$ cat src/rtl/generador_nota_if.sv
// Command channel between the song sequencer and the tone generator.
// Latency: none, wires only.
// Backpressure: nota_ready from the generator; commands are held by the sequencer until accepted.
interface generador_nota_if;
    logic        nota_valid;
    logic        nota_ready;
    logic [3:0]  nota;
    logic [1:0]  octava;
    logic [11:0] duracion_ms;

    // Sequencer side
    modport master (
        output nota_valid,
        output nota,
        output octava,
        output duracion_ms,
        input  nota_ready
    );

    // Tone generator side
    modport slave (
        input  nota_valid,
        input  nota,
        input  octava,
        input  duracion_ms,
        output nota_ready
    );
endinterface

$ cat src/rtl/generador_nota.sv
// Square-wave note generator: plays one (nota, octava, duracion_ms) command, then a fixed silent gap.
// Latency: PLAY starts the cycle after accept; first rising edge of audio_out H cycles later.
// Backpressure: nota_ready is high only in IDLE; valid while busy is ignored, never queued.
module generador_nota #(
    parameter int unsigned CLK_HZ = 50_000_000,
    parameter int unsigned GAP_MS = 10
) (
    input  logic                   reloj,
    input  logic                   reset_n,
    generador_nota_if.slave        cmd,
    output logic                   audio_out,
    output logic                   sonando
);

    // Reloj cycles per millisecond. The prescaler is 16 bits, so CLK_HZ must stay below ~65 MHz;
    // the half-period counter is 17 bits, which also holds the octave-4 C at that limit.
    localparam int unsigned MS_DIV    = CLK_HZ / 1000;
    localparam logic [15:0] PRESC_TOP = 16'(MS_DIV - 1);
    // The gap reuses the 12-bit millisecond counter, so GAP_MS is limited to 4095.
    localparam logic [11:0] GAP_LEN   = 12'(GAP_MS);

    // Octave-4 half-period for note index idx, rounded to the nearest cycle.
    // Frequencies are in micro-hertz so the rounding matches the real-valued definition.
    // Indices 12..15 are rests; they get a dummy half-period of 1 and never toggle.
    function automatic logic [16:0] half_of(input int idx);
        longint unsigned f_uhz;
        longint unsigned num;
        case (idx)
            0:       f_uhz = 64'd261625565;  // C
            1:       f_uhz = 64'd277182631;  // C#
            2:       f_uhz = 64'd293664768;  // D
            3:       f_uhz = 64'd311126984;  // D#
            4:       f_uhz = 64'd329627557;  // E
            5:       f_uhz = 64'd349228231;  // F
            6:       f_uhz = 64'd369994423;  // F#
            7:       f_uhz = 64'd391995436;  // G
            8:       f_uhz = 64'd415304698;  // G#
            9:       f_uhz = 64'd440000000;  // A
            10:      f_uhz = 64'd466163762;  // A#
            11:      f_uhz = 64'd493883301;  // B
            default: f_uhz = 64'd0;
        endcase
        if (f_uhz == 64'd0) begin
            return 17'd1;
        end
        num = 64'(CLK_HZ) * 64'd1_000_000 + f_uhz;
        return 17'(num / (64'd2 * f_uhz));
    endfunction

    localparam logic [16:0] H0_TAB [16] = '{
        half_of(0),  half_of(1),  half_of(2),  half_of(3),
        half_of(4),  half_of(5),  half_of(6),  half_of(7),
        half_of(8),  half_of(9),  half_of(10), half_of(11),
        half_of(12), half_of(13), half_of(14), half_of(15)
    };

    typedef enum logic [1:0] {
        IDLE = 2'd0,
        PLAY = 2'd1,
        GAP  = 2'd2
    } state_t;

    state_t      state;
    logic [16:0] reload_q;   // H-1 for the latched note and octave
    logic        rest_q;     // latched note is a rest
    logic [16:0] half_cnt;
    logic [15:0] presc;
    logic [11:0] ms_cnt;
    logic        ready_q;

    logic [16:0] h_sel;
    logic        rest_in;

    // Half-period for the command on the inputs, only meaningful on the accept edge.
    always_comb begin
        h_sel   = H0_TAB[cmd.nota] >> cmd.octava;
        rest_in = (cmd.nota >= 4'd12);
    end

    assign cmd.nota_ready = ready_q;

    // Command FSM with tone, prescaler and millisecond counters; all outputs registered.
    always_ff @(posedge reloj or negedge reset_n) begin
        if (!reset_n) begin
            state     <= IDLE;
            reload_q  <= '0;
            rest_q    <= 1'b0;
            half_cnt  <= '0;
            presc     <= '0;
            ms_cnt    <= '0;
            ready_q   <= 1'b1;
            audio_out <= 1'b0;
            sonando   <= 1'b0;
        end else begin
            case (state)
                IDLE: begin
                    // ready_q is high throughout IDLE, so valid alone means accept.
                    if (cmd.nota_valid) begin
                        reload_q  <= h_sel - 17'd1;
                        rest_q    <= rest_in;
                        half_cnt  <= h_sel - 17'd1;
                        presc     <= PRESC_TOP;
                        audio_out <= 1'b0;
                        ready_q   <= 1'b0;
                        if (cmd.duracion_ms != 12'd0) begin
                            state   <= PLAY;
                            ms_cnt  <= cmd.duracion_ms;
                            sonando <= !rest_in;
                        end else begin
                            // Zero-length note: no sound, straight into the silent gap.
                            state   <= GAP;
                            ms_cnt  <= GAP_LEN;
                            sonando <= 1'b0;
                        end
                    end
                end

                PLAY: begin
                    if (half_cnt == 17'd0) begin
                        half_cnt <= reload_q;
                        if (!rest_q) begin
                            audio_out <= ~audio_out;
                        end
                    end else begin
                        half_cnt <= half_cnt - 17'd1;
                    end

                    if (presc == 16'd0) begin
                        presc <= PRESC_TOP;
                        if (ms_cnt == 12'd1) begin
                            // Last PLAY cycle: leaving for GAP overrides any toggle due now.
                            state     <= GAP;
                            ms_cnt    <= GAP_LEN;
                            audio_out <= 1'b0;
                            sonando   <= 1'b0;
                        end else begin
                            ms_cnt <= ms_cnt - 12'd1;
                        end
                    end else begin
                        presc <= presc - 16'd1;
                    end
                end

                GAP: begin
                    audio_out <= 1'b0;
                    sonando   <= 1'b0;
                    // A zero-length gap still spends one cycle here.
                    if ((ms_cnt == 12'd0) || ((presc == 16'd0) && (ms_cnt == 12'd1))) begin
                        state    <= IDLE;
                        ready_q  <= 1'b1;
                        ms_cnt   <= '0;
                        presc    <= '0;
                        half_cnt <= '0;
                    end else if (presc == 16'd0) begin
                        presc  <= PRESC_TOP;
                        ms_cnt <= ms_cnt - 12'd1;
                    end else begin
                        presc <= presc - 16'd1;
                    end
                end

                default: begin
                    state   <= IDLE;
                    ready_q <= 1'b1;
                end
            endcase
        end
    end

endmodule
$ cat src/flat_wrapper.sv
// flat-port wrapper written by rule: the top's interface ports become plain ports
module generador_nota_flat 
#(
    parameter int unsigned CLK_HZ = 50_000_000,
    parameter int unsigned GAP_MS = 10
)
  (reloj, reset_n, audio_out, sonando, cmd_nota_valid, cmd_nota, cmd_octava, cmd_duracion_ms, cmd_nota_ready);
  generador_nota_if cmd_i ();
  input  logic reloj;
  input  logic reset_n;
  output logic audio_out;
  output logic sonando;
  input wire logic [$bits(cmd_i.nota_valid)-1:0] cmd_nota_valid;
  input wire logic [$bits(cmd_i.nota)-1:0] cmd_nota;
  input wire logic [$bits(cmd_i.octava)-1:0] cmd_octava;
  input wire logic [$bits(cmd_i.duracion_ms)-1:0] cmd_duracion_ms;
  output wire logic [$bits(cmd_i.nota_ready)-1:0] cmd_nota_ready;
  assign cmd_i.nota_valid = cmd_nota_valid;
  assign cmd_i.nota = cmd_nota;
  assign cmd_i.octava = cmd_octava;
  assign cmd_i.duracion_ms = cmd_duracion_ms;
  assign cmd_nota_ready = cmd_i.nota_ready;
  generador_nota #(.CLK_HZ(CLK_HZ), .GAP_MS(GAP_MS)) u_core (.reloj(reloj), .reset_n(reset_n), .cmd(cmd_i), .audio_out(audio_out), .sonando(sonando));
endmodule
$ cat config.mk
export PLATFORM = sky130hd
export DESIGN_NAME = generador_nota_flat
export DESIGN_NICKNAME = d
export VERILOG_FILES = /design/src/rtl/generador_nota_if.sv /design/src/rtl/generador_nota.sv /design/src/flat_wrapper.sv
export SDC_FILE = /design/constraint.sdc
export NUM_CORES = 1
export LEC_CHECK = 0
export CORE_MARGIN = 5
export CORE_UTILIZATION = 25
export CTS_CLUSTER_SIZE = 40
export DETAILED_ROUTE_END_ITERATION = 6
export GPL_TIMING_DRIVEN = 0
export SYNTH_ARGS = -nofsm -noshare
export SYNTH_HDL_FRONTEND = slang
export SYNTH_SLANG_ARGS = --single-unit
export TNS_END_PERCENT = 10
$ cat constraint.sdc
create_clock -name reloj -period 4.6 [get_ports reloj]
set_clock_uncertainty 0.05 [all_clocks]
set_input_delay 0.69 -clock reloj [delete_from_list [all_inputs] [get_ports reloj]]
set_output_delay 0.69 -clock reloj [all_outputs]
set_load 0.02 [all_outputs]
==> flow_summary.json, run 1 <==
{
  "distinct_cell_type_count_of_the_synthesized_netlist": 83,
  "grt_pass1_wl_um": 28050,
  "num-fill-cells": 2324,
  "synth-seq-area-share_pct": 30.69,
  "fmax_ghz": 0.2296,
  "endpoint_kind": "flop",
  "period_share_pct": 94.67,
  "root_buffer": "sky130_fd_sc_hd__clkbuf_16",
  "initial_utilization_pct": 25.42,
  "clock_slew_seen_by_the_registers_of_the_worst_setup_and_hold_paths_ps": 50,
  "core_area_um2": 21820,
  "drc": 0,
  "area_growth_pct": 15.56,
  "p_per_area_nw_per_um2": 561.0,
  "fp.dieArea_um2": 25270,
  "maxCapViolations": 0,
  "synth.top_cell.area_share_pct": 30.22,
  "share_seq_of_total_power_pct": 29.7,
  "cts_max_path_buffers": 2,
  "h-tree-depth": 3,
  "final_util_pct": 29.38,
  "groute.usage.overall_pct": 13.02,
  "port-buffer-count": 21,
  "power_switching_share_pct": 45.91,
  "route.detailed.vias_per_inst": 5.438,
  "timing.critical_path.from_type": "input port",
  "drt_first_iter_violations": 550,
  "design_power_total_mw": 3.597,
  "critical_path_required_ps": 4750,
  "portion_of_total_power_attributed_to_combinational_logic_pct": 52.9,
  "drtAntennaViolNets": 0,
  "netlist_instances": 714,
  "synth_async_sr_flop_share_pct": 100.0,
  "synth.ff_latch_count": 68,
  "grt_pass1_vias": 5376,
  "final_common_cell": "sky130_fd_sc_hd__o21ai_0",
  "drive_above_1_share_pct": 9.441,
  "internal-power_mw": 1.945,
  "grt_max_degree": 55,
  "cp_data_arrival_time_ps": 4510,
  "antenna_found_initial": 0,
  "gpl_congestion": 0.9044,
  "synth_nets": 751,
  "power.ir.vdd_worst_mv": 0.2294,
  "hold_fails_final_rpt": 0,
  "dp_hpwl_um": 12330,
  "yosysTopAreaCell": "sky130_fd_sc_hd__dfrtp_1",
  "status": "complete, no violations",
  "cell_area_synth_um2": 5548,
  "timing.setup.critical_path_class": "in -> reg",
  "switchingPower_mw": 1.651,
  "setup_viol": 0,
  "clock_insertion_delay_worst_skew_ps": 330,
  "synth_ff_type": "sky130_fd_sc_hd__dfrtp_1",
  "antenna-diode-count": 0,
  "ys.warnings.count": 0,
  "finish.net_count": 784,
  "worstMarginPinSlew_ps": 799.7,
  "r2r.worst_path.cells": 11,
  "total_leakage_power_nw": 2.507,
  "finalMaxSlewViolations": 0,
  "synth_area_leaders": "sky130_fd_sc_hd__dfrtp_1, sky130_fd_sc_hd__o21ai_0, sky130_fd_sc_hd__a21oi_1",
  "cts_tree": "built",
  "final_cell_mix": "sky130_fd_sc_hd__o21ai_0, sky130_fd_sc_hd__nand2_1, sky130_fd_sc_hd__dfrtp_1, sky130_fd_sc_hd__nor2_1, sky130_fd_sc_hd__a21oi_1",
  "ioPinCount": 24,
  "r2r_start": "u_core.presc[0]",
  "postCtsSetupBuffers": 0,
  "gr-total-overflow": 0,
  "r2r_setup_slack_ps": 1380,
  "cts.sink_count": 68,
  "fin_crit_ps": 4355,
  "via_count": 5612,
  "die_width_um": 159.0,
  "grt_setup_unrepaired": "no",
  "slew_headroom_pct": 46.23,
  "post_synth.cell_area_avg_um2": 7.770,
  "clock_power_share_pct": 17.4,
  "drt-pass1-iter-count": 5,
  "fp-row-count": 54,
  "crit_fanout": 10,
  "aggregate_negative_setup_slack_ps": 0,
  "r2r_end": "u_core.half_cnt[11]",
  "cts_buffers": 9,
  "detail_route.wl_per_cell_um": 16.36,
  "worst_hold_path_type": "in -> async",
  "synth-edff-count": 0,
  "routed_wl_um": 16890,
  "die_h_um": 159.0
}
==> flip-flops by register name (all words and copies together) (netlist names) <==
name,count
u_core.presc,16
u_core.reload_q,17
u_core.audio_out,1
u_core.state,2
u_core.sonando,1
u_core.half_cnt,17
u_core.cmd.nota_ready,1
u_core.rest_q,1
u_core.ms_cnt,12
==> power by group through the flow <==
| stage | clock network [mW] | registers (mW) | logic [mW] |
|---|---|---|---|
| after CTS | 0.640 | 1.06 | 1.89 |
| after detailed placement | 0 | 1.07 | 1.89 |
| final | 0.624 | 1.07 | 1.90 |
| after global routing | 0.663 | 1.10 | 2.14 |
| after floorplan | 0 | 1.03 | 1.39 |
| after global placement | 0 | 1.07 | 1.87 |
==> worst max-delay path, stage by stage <==
cell and delay (ps):
sky130_fd_sc_hd__clkdlybuf4s50_1 490, sky130_fd_sc_hd__clkbuf_2 230, sky130_fd_sc_hd__inv_1 300, sky130_fd_sc_hd__ha_1 230
sky130_fd_sc_hd__clkbuf_1 440, sky130_fd_sc_hd__inv_1 180, sky130_fd_sc_hd__o2111a_1 270, sky130_fd_sc_hd__a31oi_1 470
sky130_fd_sc_hd__nand3_1 290, sky130_fd_sc_hd__nor3_4 300, sky130_fd_sc_hd__a21oi_1 110, sky130_fd_sc_hd__a21oi_1 350
sky130_fd_sc_hd__o21ai_0 140
==> per-layer routing <==
layer  vias up  global-route usage [%]  wire [µm]
met5         -                       0          0
met4         0                   4.420        323
met3        28                   2.045       1022
met2       205                   20.09       7482
met1      2667                   18.56       8058
li1       2712                       -          -
==> per-stage QoR <==
step	cells	worst slack (ps)	cell area (µm²)	hold WS, ps
4_1_cts	1032	129.8	6400	167.6
6_report	1032	245.4	6411	167.9
5_1_grt	1032	28.32	6411	179.3
3_5_place_dp	1016	-460.5	6133	415.7
3_3_place_gp	1015	-383.1	6108	409.6
2_1_floorplan	714	1097	5548	344.4
==> synth_stat cells (14+ instances only) <==
cell / number
sky130_fd_sc_hd__a31oi_1: 15
sky130_fd_sc_hd__buf_2: 17
sky130_fd_sc_hd__nor3_1: 26
sky130_fd_sc_hd__clkbuf_1: 26
sky130_fd_sc_hd__nor4_1: 18
sky130_fd_sc_hd__ha_1: 16
sky130_fd_sc_hd__nand2_1: 76
sky130_fd_sc_hd__dfrtp_1: 67
sky130_fd_sc_hd__inv_1: 20
sky130_fd_sc_hd__nor2_1: 61
sky130_fd_sc_hd__a21oi_1: 57
sky130_fd_sc_hd__nand2b_1: 14
sky130_fd_sc_hd__o21ai_0: 79
==> final cells by class <==
class / count / area (µm²) / area share, %
repair buffers: 22 / 235.2 / 3.669
plain buffers: 49 / 211.5 / 3.298
multi-input cells: 576 / 3566 / 55.62
inverters: 21 / 80.08 / 1.249
clock buffers: 13 / 250.2 / 3.903
well taps: 280 / 350.3 / 5.464
flip-flops and latches: 68 / 1703 / 26.56
clock inverters: 3 / 15.01 / 0.2342
==> repair_timing <==
action / CTS / global route
hold buffers: 0 / 0
gates resized for setup: 1 / 2
setup endpoints to repair: 3 / 9
==> worst max-delay path by stage <==
stage	start	endpoint	slack [ps]	depth (start not counted)
3_3_place_gp	cmd_nota[1]	u_core.half_cnt[10]	-380	16
5_1_grt	cmd_nota[1]	u_core.half_cnt[10]	30	16
3_5_place_dp	cmd_nota[1]	u_core.half_cnt[10]	-460	16
2_1_floorplan	cmd_nota[1]	u_core.reload_q[8]	1100	15
4_1_cts	cmd_nota[0]	u_core.half_cnt[10]	130	16
6_report	cmd_nota[0]	u_core.half_cnt[10]	250	13
==> kinds of logic after synthesis <==
family                   count (synthesis)  share of synthesized area, %
AND/OR/NAND/NOR                        273                         25.82
AO/OA/AOI/OAI                          260                         30.02
buffers and inverters                   70                         5.232
flip-flops                              68                         30.69
adder cells (fa/ha/maj)                 17                         3.789
XOR/XNOR                                16                         2.526
multiplexers                            10                         1.917
Power figures use the tool's default switching activity.
==> run 2: changes to the inputs <==
--- a/config.mk
+++ b/config.mk
@@ -9,7 +9,6 @@
 export CORE_UTILIZATION = 25
 export CTS_CLUSTER_SIZE = 40
 export DETAILED_ROUTE_END_ITERATION = 6
-export GPL_TIMING_DRIVEN = 0
 export SYNTH_ARGS = -nofsm -noshare
 export SYNTH_HDL_FRONTEND = slang
 export SYNTH_SLANG_ARGS = --single-unit
==> flow_summary.json, run 2 (synthesis gave the netlist of run 1 again) <==
{
  "timing.critical_path.mode_cell": "sky130_fd_sc_hd__ha_1",
  "portion_of_total_power_attributed_to_combinational_logic_pct": 50.4,
  "crit_path_cell_trace": "clkdlybuf4s50_1, inv_1, ha_1, nor2b_1, a221o_1, a211o_1, clkinv_2, ha_1, nand3_1, nor3_2, nand2_1, xor2_1, mux2_2",
  "postCtsSetupBuffers": 0,
  "critPathMaxStageDelay_ps": 470,
  "via_count": 5392,
  "clock_insertion_delay_worst_skew_ps": 330,
  "r2r_start": "u_core.presc[0]",
  "r2r_end": "u_core.half_cnt[13]",
  "status": "complete, no violations",
  "power.ir.vdd_worst_mv": 0.2041,
  "cts_tree": "built",
  "drt_first_iter_violations": 344,
  "cts_max_path_buffers": 2,
  "ioPinCount": 24,
  "cp_data_arrival_time_ps": 3960,
  "route.detailed.vias_per_inst": 5.397,
  "die_h_um": 159.0,
  "finalMaxSlewViolations": 0,
  "grt_setup_unrepaired": "no",
  "grt_pass1_wl_um": 26180,
  "worst_hold_path_type": "in -> async",
  "cts_buffers": 9,
  "fin_crit_ps": 3799,
  "timing.critical_path.from_type": "input port",
  "groute.usage.overall_pct": 11.95,
  "initial_utilization_pct": 25.42,
  "power_switching_share_pct": 44.70,
  "worstMarginPinSlew_ps": 1077,
  "internal-power_mw": 1.940,
  "drive_above_1_share_pct": 9.040,
  "antenna_found_initial": 0,
  "fin_area_um2": 6314,
  "cts.sink_count": 68,
  "post_cts_hold_buffer_count": 0,
  "drt-pass1-iter-count": 6,
  "period_share_pct": 82.58,
  "routed_wl_um": 15630,
  "total_leakage_power_nw": 2.467,
  "layout_top_registers": "u_core.half_cnt (17), u_core.reload_q (17), u_core.presc (16)",
  "r2r_setup_slack_ps": 920,
  "placed_cell_area_um2": 6031,
  "grt_max_degree": 43,
  "fmax_ghz": 0.2633,
  "area_growth_pct": 13.80,
  "port-buffer-count": 23,
  "timing.setup.critical_path_class": "in -> reg",
  "crit_fanout": 8,
  "fp.dieArea_um2": 25270,
  "antenna-diode-count": 0,
  "gr-total-overflow": 0,
  "setup_viol": 0,
  "drc": 0,
  "post_cts_resize_count": 0,
  "core_area_um2": 21820,
  "detail_route.wl_per_cell_um": 15.65,
  "root_buffer": "sky130_fd_sc_hd__clkbuf_16",
  "aggregate_negative_setup_slack_ps": 0,
  "slew_headroom_pct": 27.99,
  "gpl_congestion": 0.8733,
  "hold_fails_final_rpt": 0,
  "final_common_cell": "sky130_fd_sc_hd__o21ai_0",
  "clock_slew_seen_by_the_registers_of_the_worst_setup_and_hold_paths_ps": 50,
  "finish.net_count": 751,
  "share_seq_of_total_power_pct": 30.9,
  "die_width_um": 159.0,
  "clock_power_share_pct": 18.7,
  "maxCapViolations": 0,
  "fp-row-count": 54,
  "r2r.worst_path.cells": 9,
  "critical_path_required_ps": 4760,
  "h-tree-depth": 3,
  "grt_pass1_vias": 5024,
  "final_cell_mix": "sky130_fd_sc_hd__o21ai_0, sky130_fd_sc_hd__nand2_1, sky130_fd_sc_hd__dfrtp_1, sky130_fd_sc_hd__nor2_1, sky130_fd_sc_hd__a21oi_1",
  "drtAntennaViolNets": 0,
  "switchingPower_mw": 1.568,
  "dp_hpwl_um": 11090,
  "worst_path_max_delay_cell": "sky130_fd_sc_hd__clkdlybuf4s50_1",
  "p_per_area_nw_per_um2": 555.5,
  "endpoint_kind": "flop"
}
run 2: stage by stage:
stage               setup slack (ps)  utilization (%)  cells  total power [mW]  hold WS, ps
floorplan                       1097                -    714             2.414        344.4
global placement               511.3            27.63    983             2.822        411.7
detailed placement             481.8            27.63    983             2.852        420.3
CTS                            835.0            28.93    999             3.524        360.9
global route                   392.7            28.93    999             3.814        394.1
finish                         801.3            28.93    999             3.507        331.9
run 2: how the worst max path moves through the flow:
stage / from / endpoint / slack, ps / depth (start not counted)
after floorplan: cmd_nota[1] / u_core.reload_q[8] / 1100 / 15
after global routing: cmd_nota[1] / u_core.half_cnt[15] / 390 / 11
after global placement: cmd_nota[0] / u_core.reload_q[8] / 510 / 13
after detailed placement: cmd_nota[0] / u_core.reload_q[8] / 480 / 13
final: cmd_nota[0] / u_core.reload_q[8] / 800 / 13
after CTS: cmd_nota[0] / u_core.reload_q[8] / 840 / 13
run 2: layout make-up:
type | instances | area [µm²]
fillers | 2340 | 15510
multi-input cells | 576 | 3560
flip-flops and latches | 68 | 1703
well taps | 280 | 350.3
repair buffers | 38 | 337.8
clock buffers | 15 | 277.8
inverters | 21 | 80.08
clock inverters | 1 | 5.005
run 2: worst max-delay path: cells and delay by family:
family | cells | cell delay (ps)
XOR/XNOR | 1 | 150
multiplexers | 1 | 260
AO/OA/AOI/OAI | 2 | 690
buffers and inverters | 3 | 720
adder cells (fa/ha/maj) | 2 | 570
AND/OR/NAND/NOR | 4 | 870
run 2: power groups by stage:
stage          combinational (mW)  sequential [mW]  clock (mW)
3_5_place_dp                 1.76             1.09           0
2_1_floorplan                1.39             1.03           0
6_report                     1.77             1.08       0.657
4_1_cts                      1.77             1.08       0.674
5_1_grt                      2.00             1.12       0.699
3_3_place_gp                 1.74             1.09           0
run 2: metal layers:
metal  track usage (%)  vias up  wire length (µm)
met5                 0        -                 0
met4             3.451        0               187
met3             1.709       21               956
met2             18.19      191              6904
met1             17.60     2518              7585
li1                  -     2662                 -
